===== src/rtl/fp_div_iter.sv =====
// fp_div_iter: iterative radix-2 SRT IEEE-754 divider with run-time rounding, back-pressure and abort
module fp_div_iter #(
  parameter int EW = 8,
  parameter int MW = 23,
  parameter int NITER = MW + 3
) (
  input  logic           clk,
  input  logic           reset,
  input  logic           in_valid,
  output logic           in_ready,
  input  logic [EW+MW:0] a,
  input  logic [EW+MW:0] b,
  input  logic [2:0]     rm,
  input  logic           kill,
  output logic           out_valid,
  input  logic           out_ready,
  output logic [EW+MW:0] out_result,
  output logic [4:0]     out_flags,
  output logic           busy
);
  localparam int PW = MW + 3;
  localparam int CW = $clog2(NITER + 1);
  localparam logic [EW+1:0] BIAS = {3'b000, {(EW-1){1'b1}}};
  localparam logic [EW+1:0] EMAX = {2'b00, {EW{1'b1}}};
  localparam logic [2:0] RTZ = 3'b001, RDN = 3'b010, RUP = 3'b011, RMM = 3'b100;
  typedef enum logic [1:0] {IDLE, ITER, FIX, DONE} state_t;
  state_t state;
  logic [CW-1:0] cnt;
  logic [PW-1:0] p, d2, p2, p_next, p_fix;
  logic [NITER-1:0] qp, qn, q;
  logic [EW+1:0] e, exp_n, exp_r;
  logic [2:0] rm_q;
  logic sign, dz;
  logic sa, sb;
  logic [EW-1:0] ea, eb;
  logic [MW-1:0] fa, fb;
  logic a_nan, b_nan, a_snan, b_snan, a_inf, b_inf, a_zero, b_zero, nan_out, special;
  logic [EW+MW:0] spec_res, fix_res;
  logic [4:0] spec_flags, fix_flags;
  logic [MW:0] mant;
  logic [MW+1:0] mant_r;
  logic msb, g, r, st, inexact, up, ovf, unf, to_inf;
  assign {sa, ea, fa} = a;
  assign {sb, eb, fb} = b;
  assign a_nan = &ea & |fa;
  assign b_nan = &eb & |fb;
  assign a_snan = a_nan & ~fa[MW-1];
  assign b_snan = b_nan & ~fb[MW-1];
  assign a_inf = &ea & ~|fa;
  assign b_inf = &eb & ~|fb;
  assign a_zero = ~|ea;
  assign b_zero = ~|eb;
  assign nan_out = a_nan | b_nan | (a_inf & b_inf) | (a_zero & b_zero);
  assign special = a_nan | b_nan | a_inf | b_inf | a_zero | b_zero;
  always_comb begin
    spec_res = nan_out ? {1'b0, {EW{1'b1}}, 1'b1, {(MW-1){1'b0}}}
             : (a_inf | b_zero) ? {sa ^ sb, {EW{1'b1}}, {MW{1'b0}}}
             : {sa ^ sb, {(EW+MW){1'b0}}};
    spec_flags = nan_out ? {a_snan | b_snan | ~(a_nan | b_nan), 4'b0000}
               : {1'b0, b_zero & ~a_inf, 3'b000};
  end
  // p holds the remainder in units where the divisor reads as 2*mb; digit 0 keeps |p| below the divisor
  assign p2 = {p[PW-2:0], 1'b0};
  assign dz = (p[PW-1:PW-3] == 3'b000) | (p[PW-1:PW-3] == 3'b111);
  assign p_next = dz ? p2 : p[PW-1] ? p2 + d2 : p2 - d2;
  always_comb begin
    q = qp - qn - {{(NITER-1){1'b0}}, p[PW-1]};
    p_fix = p[PW-1] ? p + d2 : p;
    st = |p_fix;
    msb = q[NITER-1];
    mant = msb ? q[NITER-1:2] : q[NITER-2:1];
    g = msb ? q[1] : q[0];
    r = msb & q[0];
    inexact = g | r | st;
    up = rm_q == RTZ ? 1'b0 : rm_q == RDN ? sign & inexact : rm_q == RUP ? ~sign & inexact
       : rm_q == RMM ? g : g & (r | st | mant[0]);
    mant_r = {1'b0, mant} + {{(MW+1){1'b0}}, up};
    exp_n = msb ? e : e - {{(EW+1){1'b0}}, 1'b1};
    exp_r = exp_n + {{(EW+1){1'b0}}, mant_r[MW+1]};
    ovf = $signed(exp_r) >= $signed(EMAX);
    unf = ~ovf & (exp_r[EW+1] | ~|exp_r);
    to_inf = rm_q == RTZ ? 1'b0 : rm_q == RDN ? sign : rm_q == RUP ? ~sign : 1'b1;
    fix_res = ovf ? (to_inf ? {sign, {EW{1'b1}}, {MW{1'b0}}} : {sign, {(EW-1){1'b1}}, 1'b0, {MW{1'b1}}})
            : unf ? {sign, {(EW+MW){1'b0}}} : {sign, exp_r[EW-1:0], mant_r[MW-1:0]};
    fix_flags = {2'b00, ovf, unf, inexact | ovf | unf};
  end
  always_ff @(posedge clk) begin
    if (reset) begin
      state <= IDLE;
      in_ready <= 1'b1;
      out_valid <= 1'b0;
      busy <= 1'b0;
      out_result <= '0;
      out_flags <= '0;
      cnt <= '0;
    end else if (kill && state != IDLE) begin
      state <= IDLE;
      in_ready <= 1'b1;
      out_valid <= 1'b0;
      busy <= 1'b0;
      cnt <= '0;
    end else begin
      case (state)
        IDLE: if (in_valid) begin
          sign <= sa ^ sb;
          rm_q <= rm;
          e <= {2'b00, ea} - {2'b00, eb} + BIAS;
          p <= {2'b00, 1'b1, fa};
          d2 <= {1'b0, 1'b1, fb, 1'b0};
          qp <= '0;
          qn <= '0;
          cnt <= '0;
          in_ready <= 1'b0;
          busy <= 1'b1;
          state <= special ? DONE : ITER;
          out_valid <= special;
          if (special) begin
            out_result <= spec_res;
            out_flags <= spec_flags;
          end
        end
        ITER: begin
          p <= p_next;
          qp <= {qp[NITER-2:0], ~dz & ~p[PW-1]};
          qn <= {qn[NITER-2:0], ~dz & p[PW-1]};
          cnt <= cnt + CW'(1);
          if (cnt == CW'(NITER - 1)) state <= FIX;
        end
        FIX: begin
          state <= DONE;
          cnt <= '0;
          out_valid <= 1'b1;
          out_result <= fix_res;
          out_flags <= fix_flags;
        end
        DONE: if (out_ready) begin
          state <= IDLE;
          out_valid <= 1'b0;
          in_ready <= 1'b1;
          busy <= 1'b0;
        end
        default: state <= IDLE;
      endcase
    end
  end
endmodule


===== config.mk =====
export PLATFORM = sky130hd
export DESIGN_NAME = fp_div_iter
export DESIGN_NICKNAME = d
export VERILOG_FILES = /design/src/rtl/fp_div_iter.sv
export SDC_FILE = /design/constraint.sdc
export NUM_CORES = 1
export LEC_CHECK = 0
export BUFFER_PORTS_ARGS = -buffer_cell sky130_fd_sc_hd__buf_2
export CAP_MARGIN = 20
export CORE_MARGIN = 2
export CORE_UTILIZATION = 40
export CTS_CLUSTER_DIAMETER = 100
export DETAILED_ROUTE_END_ITERATION = 8
export PLACE_DENSITY = 0.55
export SYNTH_ARGS = -nofsm -noshare
export SYNTH_HDL_FRONTEND = slang
export SYNTH_SLANG_ARGS = --single-unit

===== constraint.sdc =====
create_clock -name clk -period 10.7 [get_ports clk]
set_input_delay 1.07 -clock clk [delete_from_list [all_inputs] [get_ports clk]]
set_output_delay 1.07 -clock clk [all_outputs]
set_load 0.1 [all_outputs]

==> out/results.txt, run 1 <==
The flow ran to the end, and the final reports show no timing, DRC or antenna violations. The number of max-capacitance violations reported is 0. In this run the core area contains 68 standard-cell rows.

The worst hold path belongs to the class register to register. At the end of the flow, the number of nets in the layout was 1,914. Clock-pin slew was measured on the worst setup and hold paths at 80 ps. In the routed design, unresolved DRC markers number 0.

Each instance of the synthesized netlist takes up on average 8.55 um2. Share of async-settable or async-resettable flops after synthesis: 0%. The via-per-instance ratio works out to 5.62.

In this run the most critical hold path is launched from out_result[29]. The data required time of the worst path was 10,970 ps; the synthesized flop and latch total was 162. The critical setup path kind was register to register. The detailed-router iteration count before antenna repair was 5; the xor-xnor portion of the synthesized cell area was 7.89%. After synthesis, the largest family of logic cells by area is compound AO/OA/AOI/OAI gates.

The run gives 0 as the max-slew violation count. The logs give 13.7% for the clock group share of total power and 0 for the total setup buffers inserted after CTS. The number of levels the H-tree was split into is 4, and the violation count after the first detailed-route iteration is 729.

For the clock sink count, the log shows 162. Yosys attributes the largest share of cell area to sky130_fd_sc_hd__edfxtp_1 25%, sky130_fd_sc_hd__ha_1 10%, sky130_fd_sc_hd__dfxtp_1 6.7%. STA classifies the critical path endpoint as a register.

The run gives 0.0150 mm2 as the standard cell area after detailed placement. The post-synthesis simple-gate area fraction was 19.8%. In this run the worst setup path begins at p[25]. Most used standard cell by instance count after synthesis: sky130_fd_sc_hd__nor2_1. The tools report the total of warnings raised by yosys as 0.

VDD sags by at most 151 uV. The setup slack of the critical path after layout came out at 797 ps. The number of hold buffers added after CTS was 0. The number of buffer and inverter stages on the critical path was 2; the largest stage delay on the critical path was 700 ps. Input and output buffers added on the ports amount to 111.

From bottom edge to top edge, the die measures 191 um. For this design the total switching power over the nets is 2.26 mW. The fraction of power consumed by sequential logic is 20.4%. The tools report the overflow left after global routing as 0. The run gives 0.101 GHz as the maximum operating frequency. The part of the cycle the worst path needs was 92.6%. Setup repair after global routing left no endpoint under its margin.

The kind of cell with the highest combined delay along the critical path is compound AO/OA/AOI/OAI gates. For the number of antenna violations at the first check in global routing, the log shows 1. The cell that appears most often on the critical path is sky130_fd_sc_hd__ha_1. The tools report the via count of the first global-routing pass as 11,900. The run gives 0 ps as the final-layout setup total negative slack. Once the clock tree was built, the resizer swapped 0 gates to a different size. The filler cells instantiated in the layout total 3,428. 0 antenna diodes ended up in the layout. Across every metal layer, demand over resource in global routing totals 21.7%.

The half-perimeter wire length after placement was 30,100 um. TritonCTS built the clock tree. Of the cells placed in the final design, the portion with a size suffix greater than 1 is 11.8%. Combinational cells account for 65.8% of the total power. The detailed router placed 12,300 vias in this run. The analysis attributes to cell leakage a power of 6.22 nW. Among all flip-flop cells after synthesis, the most frequent one is sky130_fd_sc_hd__edfxtp_1. In this run the tightest slew margin relative to its limit is 26.6%. Summed over its instances, the top area cell type makes up 24.7% of the synthesized netlist area.

The count of final hold-check violations is 0, and the number of library cell types mapped by synthesis is 87. In this run the remaining antenna-violating nets after routing total 0. STA classifies the critical path startpoint as a register. The slew at the pin with the worst max-slew slack is 1070 ps. At the later pin of the worst-skew pair, clock insertion delay measures 450 ps. For the worst setup path, the data arrival time is 10,170 ps. After detailed routing, the average wire length per cell comes to 17.7 um. The first global-routing pass estimated 62,700 um of wire. The switching share of power came out at 49.5%. The post-synthesis mux area share was 2.18%; the post-route clock skew was 15.2 ps.

Entering global routing, the biggest net connects 67 pins. Sequential cells were found to cover 31.5% of the synthesized design area. By count the netlist is led by 176 x sky130_fd_sc_hd__nor2_1, 162 x sky130_fd_sc_hd__a21oi_1, 130 x sky130_fd_sc_hd__inv_1, 117 x sky130_fd_sc_hd__ha_1, 115 x sky130_fd_sc_hd__edfxtp_1.

Starting utilization of the core area: 40.5%. Clock tree synthesis inserted a total of 17 buffers. The worst slack at placement was 940 ps. The number of endpoints failing setup at the final stage is 0, and the compound-gate portion of the synthesized area is 22.2%.

The logs give 0.0140 mm2 for the area of the mapped netlist and 0.0345 mm2 for the core area. Of the total synthesized cell area, the portion taken by full adders, half adders and majority gates is 11.2%. The number of instances in the synthesized netlist was 1,633. The clock passes through at most 2 buffers. The die covers 0.0364 mm2. The number of placed I/O pins is 112.

Startpoint of the lowest-slack register-to-register path: p[25]. The synthesized design spends more area on one cell type than any other, namely sky130_fd_sc_hd__edfxtp_1. Counting flops with a built-in enable in the synthesized netlist gives 115.

Subtracting the final worst setup slack from the clock period gives 9900 ps. The maximum fanout along the worst path is 28. The number of nets in the synthesized netlist is 1,827.

With fillers left out, the area of the finished cells amounts to 0.0156 mm2. The final weighted congestion in routability-driven placement is 0.889, and the growth of design area from synthesis to finish is 11.7%. In this run the power density over the cells is 293 mW/mm2.

The wire length after detailed routing was 38,800 um. The tree is rooted in a sky130_fd_sc_hd__clkbuf_16. The chip width came out at 191 um.

The internal power of the cells totals 2.31 mW. The largest individual stage delay along the critical path comes from the cell sky130_fd_sc_hd__a21o_1.
==> kinds of logic (layout without fill, tap and decap cells) <==
| family | after synthesis | count (layout) |
|---|---|---|
| adder cells (fa/ha/maj) | 122 | 122 |
| multiplexers | 27 | 27 |
| AND/OR/NAND/NOR | 555 | 555 |
| flip-flops | 162 | 162 |
| XOR/XNOR | 125 | 125 |
| buffers and inverters | 187 | 287 |
| AO/OA/AOI/OAI | 455 | 455 |
==> power groups by stage <==
stage	sequential, mW	clock (mW)	combinational, mW
5_1_grt	0.949	0.662	3.37
6_report	0.934	0.629	3.01
3_5_place_dp	0.948	0	2.98
3_3_place_gp	0.946	0	2.96
4_1_cts	0.934	0.642	3.00
2_1_floorplan	0.947	0	2.30
==> flip-flops by register name, summed over array words and instances (netlist names) <==
signal,count
in_ready,1
qn,26
p,26
sign,1
state,2
out_result,32
out_valid,1
busy,1
cnt,5
qp,26
rm_q,3
out_flags,5
d2,23
e,10
==> tightest hold or removal path, delay by kind of cell (launching register included) <==
family / cells / cell delay (ps)
flops: 1 / 310
simple gates: 1 / 50
compound gates: 1 / 50
==> stage by stage <==
stage | total power, mW | instances | hold WS (ps) | utilization (%)
detailed placement | 3.93 | 2154 | 451 | 43.5
global route | 4.98 | 2188 | 492 | 45.3
floorplan | 3.25 | 1633 | 479 | -
finish | 4.58 | 2188 | 460 | 45.3
global placement | 3.91 | 2154 | 444 | 43.5
CTS | 4.58 | 2186 | 468 | 45.2
==> placed cells by master, fill, tap and decap left out, types with 36 or more instances in the layout <==
master,Yosys,routed
sky130_fd_sc_hd__edfxtp_1,115,115
sky130_fd_sc_hd__xnor2_1,72,72
sky130_fd_sc_hd__inv_1,130,130
sky130_fd_sc_hd__nand2_1,108,108
sky130_fd_sc_hd__nor3_1,38,38
sky130_fd_sc_hd__xor2_1,52,52
sky130_fd_sc_hd__dfxtp_1,47,47
sky130_fd_sc_hd__o21ai_0,51,51
sky130_fd_sc_hd__nor2_1,176,175
sky130_fd_sc_hd__a21o_1,36,36
sky130_fd_sc_hd__buf_2,6,111
sky130_fd_sc_hd__ha_1,117,116
sky130_fd_sc_hd__a21oi_1,162,161
==> final timing paths <==
kind | to | slack, ps | cells past startpoint
setup / recovery | out_result[2] | 800 | 34
hold reg to reg | out_result[29] | 460 | 2
setup reg to reg | out_result[2] | 800 | 34
hold / removal | out_result[29] | 460 | 2
==> layer usage <==
metal | vias up | routed length, um | GRT usage, %
met5 | - | 0 | 0
met4 | 0 | 683 | 6.32
met3 | 37 | 1690 | 3.66
met2 | 262 | 18000 | 35.9
met1 | 5812 | 18400 | 29.0
li1 | 6180 | - | -
==> layout make-up <==
| cell class | instances | area [um2] | area share [%] |
|---|---|---|---|
| flip-flops and latches | 162 | 4390 | 28.2 |
| clock buffers | 18 | 439 | 2.81 |
| inverters | 131 | 492 | 3.15 |
| well taps | 455 | 569 | 3.65 |
| multi-input cells | 1284 | 8890 | 56.9 |
| clock inverters | 14 | 143 | 0.914 |
| repair buffers | 124 | 686 | 4.39 |
(Power assumes the default switching activity.)
==> run 2, diff against run 1 <==
--- a/config.mk
+++ b/config.mk
@@ -12,6 +12,7 @@
 export CTS_CLUSTER_DIAMETER = 100
 export DETAILED_ROUTE_END_ITERATION = 8
 export PLACE_DENSITY = 0.55
+export REMOVE_ABC_BUFFERS = 1
 export SYNTH_ARGS = -nofsm -noshare
 export SYNTH_HDL_FRONTEND = slang
 export SYNTH_SLANG_ARGS = --single-unit
==> run 2 against run 1 <==
Die area unchanged. Wire length decreased by 1.4%. Register-to-register slack improved by 210 ps. Count of clock-buffer cells in the layout increased by 6. Largest power group unchanged. Cell count about the same. First-iteration DRC count increased by 19%. Final area about the same. Hold slack got worse by 5.4 ps. Sequential power about the same. Worst setup slack improved by 210 ps. Clock skew decreased by 2.6 ps. Critical path depth decreased by 1.
==> out/results.txt, run 2 (same netlist as run 1, synthesis figures left out) <==
The flow ran to the end, and the final reports show no timing, DRC or antenna violations. In this run the worst path has a maximum fanout of 28. In this run the worst hold path is classified as register to register. Total number of vias: 12,300. After detailed routing, the average wire length per cell comes to 17.5 um.

out_result holds more flip-flops than any other register. For this block, the routed nets add up to 38,300 um of wire. For the worst flop-to-flop path, the logic depth is 33. Instance count along the most critical hold path: 2. Entering global routing, the biggest net connects 72 pins. For this configuration, the core starts out at a cell density of 40.5%. The tools report the static leakage power as 6.22 nW. In the layout the commonest cells are 175 x sky130_fd_sc_hd__nor2_1, 161 x sky130_fd_sc_hd__a21oi_1, 130 x sky130_fd_sc_hd__inv_1, 116 x sky130_fd_sc_hd__ha_1, 115 x sky130_fd_sc_hd__edfxtp_1.

STA classifies the critical path startpoint as a register. Setup repair after global routing left no endpoint under its margin. Prior to clock tree synthesis, the placed netlist has a worst setup slack of 785 ps. Critical setup path kind: register to register. For the pin with the worst max-slew slack, the measured transition is 945 ps.

The clock reaches the later pin of the worst-skew pair after 450 ps. The die is 191 um tall. Of the available clock period, the critical path in the final layout requires 90.6%. Among all stages on the critical path, the largest delay is contributed by sky130_fd_sc_hd__xnor2_1. Counting along the longest clock path gives a buffer depth of 2. In this run the power density over the cells is 296 mW/mm2.

The first detailed-routing pass took 5 iterations. TritonCTS built the clock tree. Buffers inserted during clock tree synthesis total 17. 112 I/O pins were placed. The setup slack of the critical path after layout was 1000 ps; the final-layout setup total negative slack was 0 ps.

Timing would allow up to 0.103 GHz. The wire-length estimate of the detail-placed layout is 29,300 um. The run gives 0 as the max-slew violation count. The total inserted antenna cells was 0.

The library cell used most frequently in the layout, excluding fill and tap cells, is sky130_fd_sc_hd__nor2_1. The post-layout minimum cycle time came out at 9700 ps. The category of the worst setup path capture point was a register.

Across the VDD grid, the largest voltage drop is 161 uV. Clock-pin slew was measured on the worst setup and hold paths at 70 ps. Count of buffers from port buffering: 111.

The initialized floorplan defines 68 standard-cell rows. The register with the most flip-flops in the layout has 32 of them. The congestion estimate from routability-driven global placement came to 0.888. The logs give 1,912 for the net total in the final layout and 870 for the violation count after the first detailed-route iteration.

For the count of final hold-check violations, the log shows 0. The floorplan step defined a die boundary enclosing 0.0364 mm2. The root buffer selected by CTS was sky130_fd_sc_hd__clkbuf_16.

Proportion of layout cells with a drive suffix above 1: 11.7%. The run gives 11,900 as the via count of the first global-routing pass. For the worst setup path, the data required time is 11,040 ps. The largest stage delay on the critical path came out at 600 ps. Dividing the detail-routed via count by the number of cells gives 5.62. The global router's overall resource usage is 21.3%, and the number of max-capacitance violations reported is 0. For this run, the share of the core covered by cells in the final layout is 45.3%. The wire length of the first global-routing pass was 61,900 um; the post-route clock skew was 12.6 ps. The run gives 0 as the number of antenna violations at the first check in global routing.

The clock drives 162 sinks. Measured along the x axis, the die boundary spans 191 um. In this design, the critical path's most frequently occurring cell is sky130_fd_sc_hd__ha_1. Once detail routing completed, the nets flagged for antenna violations numbered 0. In this run the number of H-tree levels came out at 4.

Buffers inserted to repair hold after CTS numbered 0. The number of endpoints failing setup at the final stage was 0; the overflow left after global routing was 0. The logs give 10,040 ps for the worst endpoint data arrival time and 36.4% for the tightest slew margin relative to the limit.

After detailed routing, the number of remaining DRC violations is 0. The core region is 0.0345 mm2. The growth of design area from synthesis to finish works out to 11.7%.
run 2: changes by cell type in the layout (fill, tap and decap cells not counted), sizes merged:
| cell | before | now |
|---|---|---|
| inv | 138 | 134 |
| clkinvlp | 2 | 1 |
| clkbuf | 18 | 24 |
| bufinv | 1 | 0 |
| buf | 124 | 122 |
run 2: worst max-delay path: cells and delay by family, from the launching register on:
kind | cells | cell delay, ps
AO/OA/AOI/OAI | 11 | 3050
multiplexers | 2 | 600
buffers and inverters | 2 | 700
flip-flops | 1 | 320
AND/OR/NAND/NOR | 12 | 2700
adder cells (fa/ha/maj) | 5 | 1560
XOR/XNOR | 1 | 600
run 2: path summary, 6_finish.rpt:
path	startpoint	to	slack [ps]
worst max-delay path	p[25]	out_result[5]	1000
worst min-delay path	out_result[29]	out_result[29]	460
worst max register to register	p[25]	out_result[5]	1000
worst min register to register	out_result[29]	out_result[29]	460
run 2: metrics by stage:
step	total power [mW]	hold WS, ps	std cells	area [um2]
floorplan	3.21	479	1577	13700
global placement	3.95	445	2153	15000
detailed placement	3.96	448	2153	15000
CTS	4.62	462	2185	15600
global route	5.01	488	2186	15600
finish	4.61	455	2186	15600
run 2: metal layers:
metal	track usage, %	wire [um]
met1	28.8	18400
met2	36.1	18200
met3	2.21	1160
met4	5.52	478
met5	0	0
run 2: layout make-up:
type                       instances  area [um2]
sequential                       162        4390
fill                            3455       18900
inverter                         131         492
multi-input combinational       1284        8890
clock inverter                     8        61.3
timing repair buffer             122         658
tap                              455         569
clock buffer                      24         538
run 2: report_power, final:
part | switching, mW | leakage, nW | internal [mW] | total [mW]
registers | 0.0935 | 1.46 | 0.838 | 0.931
logic | 1.90 | 4.47 | 1.14 | 3.04
clock network | 0.283 | 0.296 | 0.357 | 0.640
run 2: timing repair:
item / 4_1_cts / 5_1_grt
buffers inserted: 0 / 0
setup endpoints to repair: 0 / 22
resized for setup: 0 / 2
==> run 3, diff against run 2 <==
==> config.mk (replaced) <==
export PLATFORM = sky130hd
export DESIGN_NAME = fp_div_iter
export DESIGN_NICKNAME = d
export VERILOG_FILES = /design/src/rtl/fp_div_iter.sv
export SDC_FILE = /design/constraint.sdc
export NUM_CORES = 1
export LEC_CHECK = 0
export BUFFER_PORTS_ARGS = -buffer_cell sky130_fd_sc_hd__buf_4
export CAP_MARGIN = 20
export CORE_MARGIN = 2
export CORE_UTILIZATION = 45
export CTS_CLUSTER_DIAMETER = 100
export DETAILED_ROUTE_END_ITERATION = 8
export PLACE_DENSITY = 0.61
export REMOVE_ABC_BUFFERS = 1
export SYNTH_ARGS = -nofsm -noshare
export SYNTH_HDL_FRONTEND = slang
export SYNTH_SLANG_ARGS = --single-unit
==> constraint.sdc (replaced) <==
create_clock -name clk -period 10.7 [get_ports clk]
set_input_delay 2.14 -clock clk [delete_from_list [all_inputs] [get_ports clk]]
set_output_delay 2.14 -clock clk [all_outputs]
set_load 0.1 [all_outputs]
==> run 3 against run 2 <==
Clock power is 7.0% lower. Largest power group unchanged. Core utilization rose by 6.3 points. Critical endpoint is now out_result[4]. Largest cell class unchanged. Combinational power hardly changed. Worst setup slack gained 420 ps.
==> out/results.txt, run 3 (same netlist as run 1, synthesis figures left out) <==
The flow ran to the end, and the final reports show no timing, DRC or antenna violations. The tools report the number of antenna violations at the first check in global routing as 0. The largest single stage delay on the critical path is 720 ps.

Summed over all nets, the half-perimeter wirelength after detailed placement is 28,600 um. The cell count along the critical path is 33. The setup check on the worst reg-to-reg path leaves a slack of 1430 ps. Across the VDD grid, the largest voltage drop is 147 uV.

Static timing analysis puts the maximum clock frequency at 0.108 GHz. The first global-routing pass estimated 61,400 um of wire. The power density relative to cell area was 290 mW/mm2.

In this run the worst path has a maximum fanout of 19. The tightest slew margin relative to the limit was 39.2%; the instance count along the most critical hold path was 2. The growth of design area from synthesis to finish is 12.9%, and the data required time of the worst path is 10,980 ps. The total inserted antenna cells is 0. The number of levels the H-tree was split into came out at 4. In this design, the critical path's most frequently occurring cell is sky130_fd_sc_hd__ha_1. Global routing used 23.1% of the available tracks. The number of buffer and inverter stages on the critical path is 1. The via-per-instance ratio works out to 5.81.

The clock group share of total power was 13.0%; the count of cells along the worst register-to-register path was 33. The logs give 0 for the overflow left after global routing and 17 for the clock buffer count from CTS. The tools report the count of final hold-check violations as 0.

The cell sitting at the root of the clock tree is a sky130_fd_sc_hd__clkbuf_16. Startpoint of the most critical hold path: out_result[29]. The critical setup path kind was register to register. The library cell used most frequently in the layout, excluding fill and tap cells, is sky130_fd_sc_hd__nor2_1.

The startpoint of the lowest-slack register-to-register path is p[25]. TritonCTS built the clock tree. Of the cells placed in the final design, the portion with a size suffix greater than 1 is 11.5%. The area of the die is 0.0325 mm2, and the total setup buffers inserted after CTS is 0. Across the run, the number of max-cap violations was 0. For the finished layout, the period the worst path requires is 9270 ps. The clock transition at the register clock pins on the worst setup and hold paths after CTS is 60 ps, and the detailed-router iteration count before antenna repair is 6. During placement, the flow inserted port buffers numbering 111. The final weighted congestion in routability-driven placement was 0.904. The violation count after the first detailed-route iteration is 770.

The endpoint of the worst hold-timing path is out_result[29]. The post-route clock skew is 15.3 ps. The tools report the reg-to-reg endpoint as out_result[4].

The longest clock path from root to sink contains 2 buffers. The register with the highest flop count was out_result. Data on the critical path arrives at its endpoint at 9560 ps. The net total in the final layout is 1,913. The chip width was 180 um. The internal portion of the total power is 2.30 mW. Once the floorplan was initialized, standard cells occupied 45.7% of the core.

The logs give 0 for the number of nets with antenna violations after detailed routing and 70 for the pin count of the biggest net entering global routing. Combinational cells account for 66.6% of the total power. The slowest stage of the critical path is the sky130_fd_sc_hd__a21o_1 cell.

Clock tree synthesis found a total of 162 sinks. For the final routed database, the setup TNS stands at 0 ps. The worst path uses 86.7% of the clock period.

After detailed routing, the total wire length is 37,600 um. After layout, the worst setup slack is 1430 ps. The worst setup path is captured at a register.

At the pin with the least slew margin, the transition time is 911 ps. The core area was 0.0306 mm2. Row generation in the floorplan step produced 64 rows.

The run gives 0 as the total DRC errors in the routed layout. The run gives 0 as the number of endpoints failing setup at the final stage. The logs give 481 ps for the final worst hold slack and 112 for the number of placed I/O pins. The number of flip-flops in the largest register is 32, and the total number of vias is 12,400.

Among cell families on the critical path, the largest total delay comes from compound AO/OA/AOI/OAI gates. The path category of the worst min-delay check was register to register. For this design, the CTS-stage hold fixing added 0 buffers.

For this design the static power due to leakage is 6.25 nW. The worst slack at placement was 1470 ps; the switching share of power was 49.5%. For the max-slew violation count, the log shows 0. The tools report the total net switching power as 2.26 mW. The kind of start point of the critical path is a register. The via count of the first global-routing pass is 12,000.

Measured along the y axis, the die boundary spans 180 um. In the layout the commonest cells are 175 x sky130_fd_sc_hd__nor2_1, 161 x sky130_fd_sc_hd__a21oi_1, 130 x sky130_fd_sc_hd__inv_1, 121 x sky130_fd_sc_hd__buf_4, 116 x sky130_fd_sc_hd__ha_1. Setup repair after global routing left no endpoint under its margin. The final routed wire length divided by cell count was 17.7 um; the fraction of power consumed by sequential logic was 20.4%.

At the later pin of the worst-skew pair, clock insertion delay measures 460 ps. The post-cts sizing count came out at 0.
[run 3: changes by cell type in the layout (fill, tap and decap cells not counted), sizes merged]
cell      previous run  this run
buf                122       123
bufinv               0         1
clkbuf              24        19
clkinv               4         6
clkinvlp             1         5
inv                134       132
[run 3: layout make-up]
type                            instances  area, um2
Clock buffer                           19        433
Clock inverter                         13        111
Fill cell                            2936      14800
Inverter                              131        492
Multi-Input combinational cell       1284       8890
Sequential cell                       162       4390
Tap cell                              396        495
Timing Repair Buffer                  123        963
[run 3: tightest hold or removal path, stage by stage, from the launching register on]
cell	delay, ps
sky130_fd_sc_hd__dfxtp_1	310
sky130_fd_sc_hd__nand2_1	60
sky130_fd_sc_hd__a21oi_1	60
[run 3: through the flow]
step	cell area, um2	total power, mW	util [%]	std cells
2_1_floorplan	13700	3.21	-	1577
3_3_place_gp	15200	3.92	49.6	2094
3_5_place_dp	15200	3.95	49.6	2094
4_1_cts	15700	4.56	51.4	2126
5_1_grt	15800	4.97	51.6	2128
6_report	15800	4.57	51.6	2128
[run 3: routing by layer]
| layer | vias up | global-route usage, % | part of all wire (%) |
|---|---|---|---|
| met1 | 5876 | 30.1 | 46 |
| li1 | 6179 | - | - |
| met3 | 40 | 2.75 | 3.6 |
| met2 | 272 | 40.2 | 48 |
| met5 | - | 0 | 0 |
| met4 | 0 | 6.65 | 1.9 |
[run 3: worst max-delay path by stage]
stage	startpoint	endpoint
after floorplan	p[25]	out_result[0]
after global placement	p[25]	out_result[2]
after detailed placement	p[25]	out_result[21]
after CTS	p[25]	out_result[21]
after global routing	p[25]	out_result[5]
final	p[25]	out_result[4]
[run 3: power groups by stage]
stage | logic (mW) | clock network, mW | registers, mW
3_5_place_dp | 3.00 | 0 | 0.944
3_3_place_gp | 2.98 | 0 | 0.941
6_report | 3.04 | 0.595 | 0.930
2_1_floorplan | 2.25 | 0 | 0.957
4_1_cts | 3.02 | 0.606 | 0.930
5_1_grt | 3.40 | 0.628 | 0.945
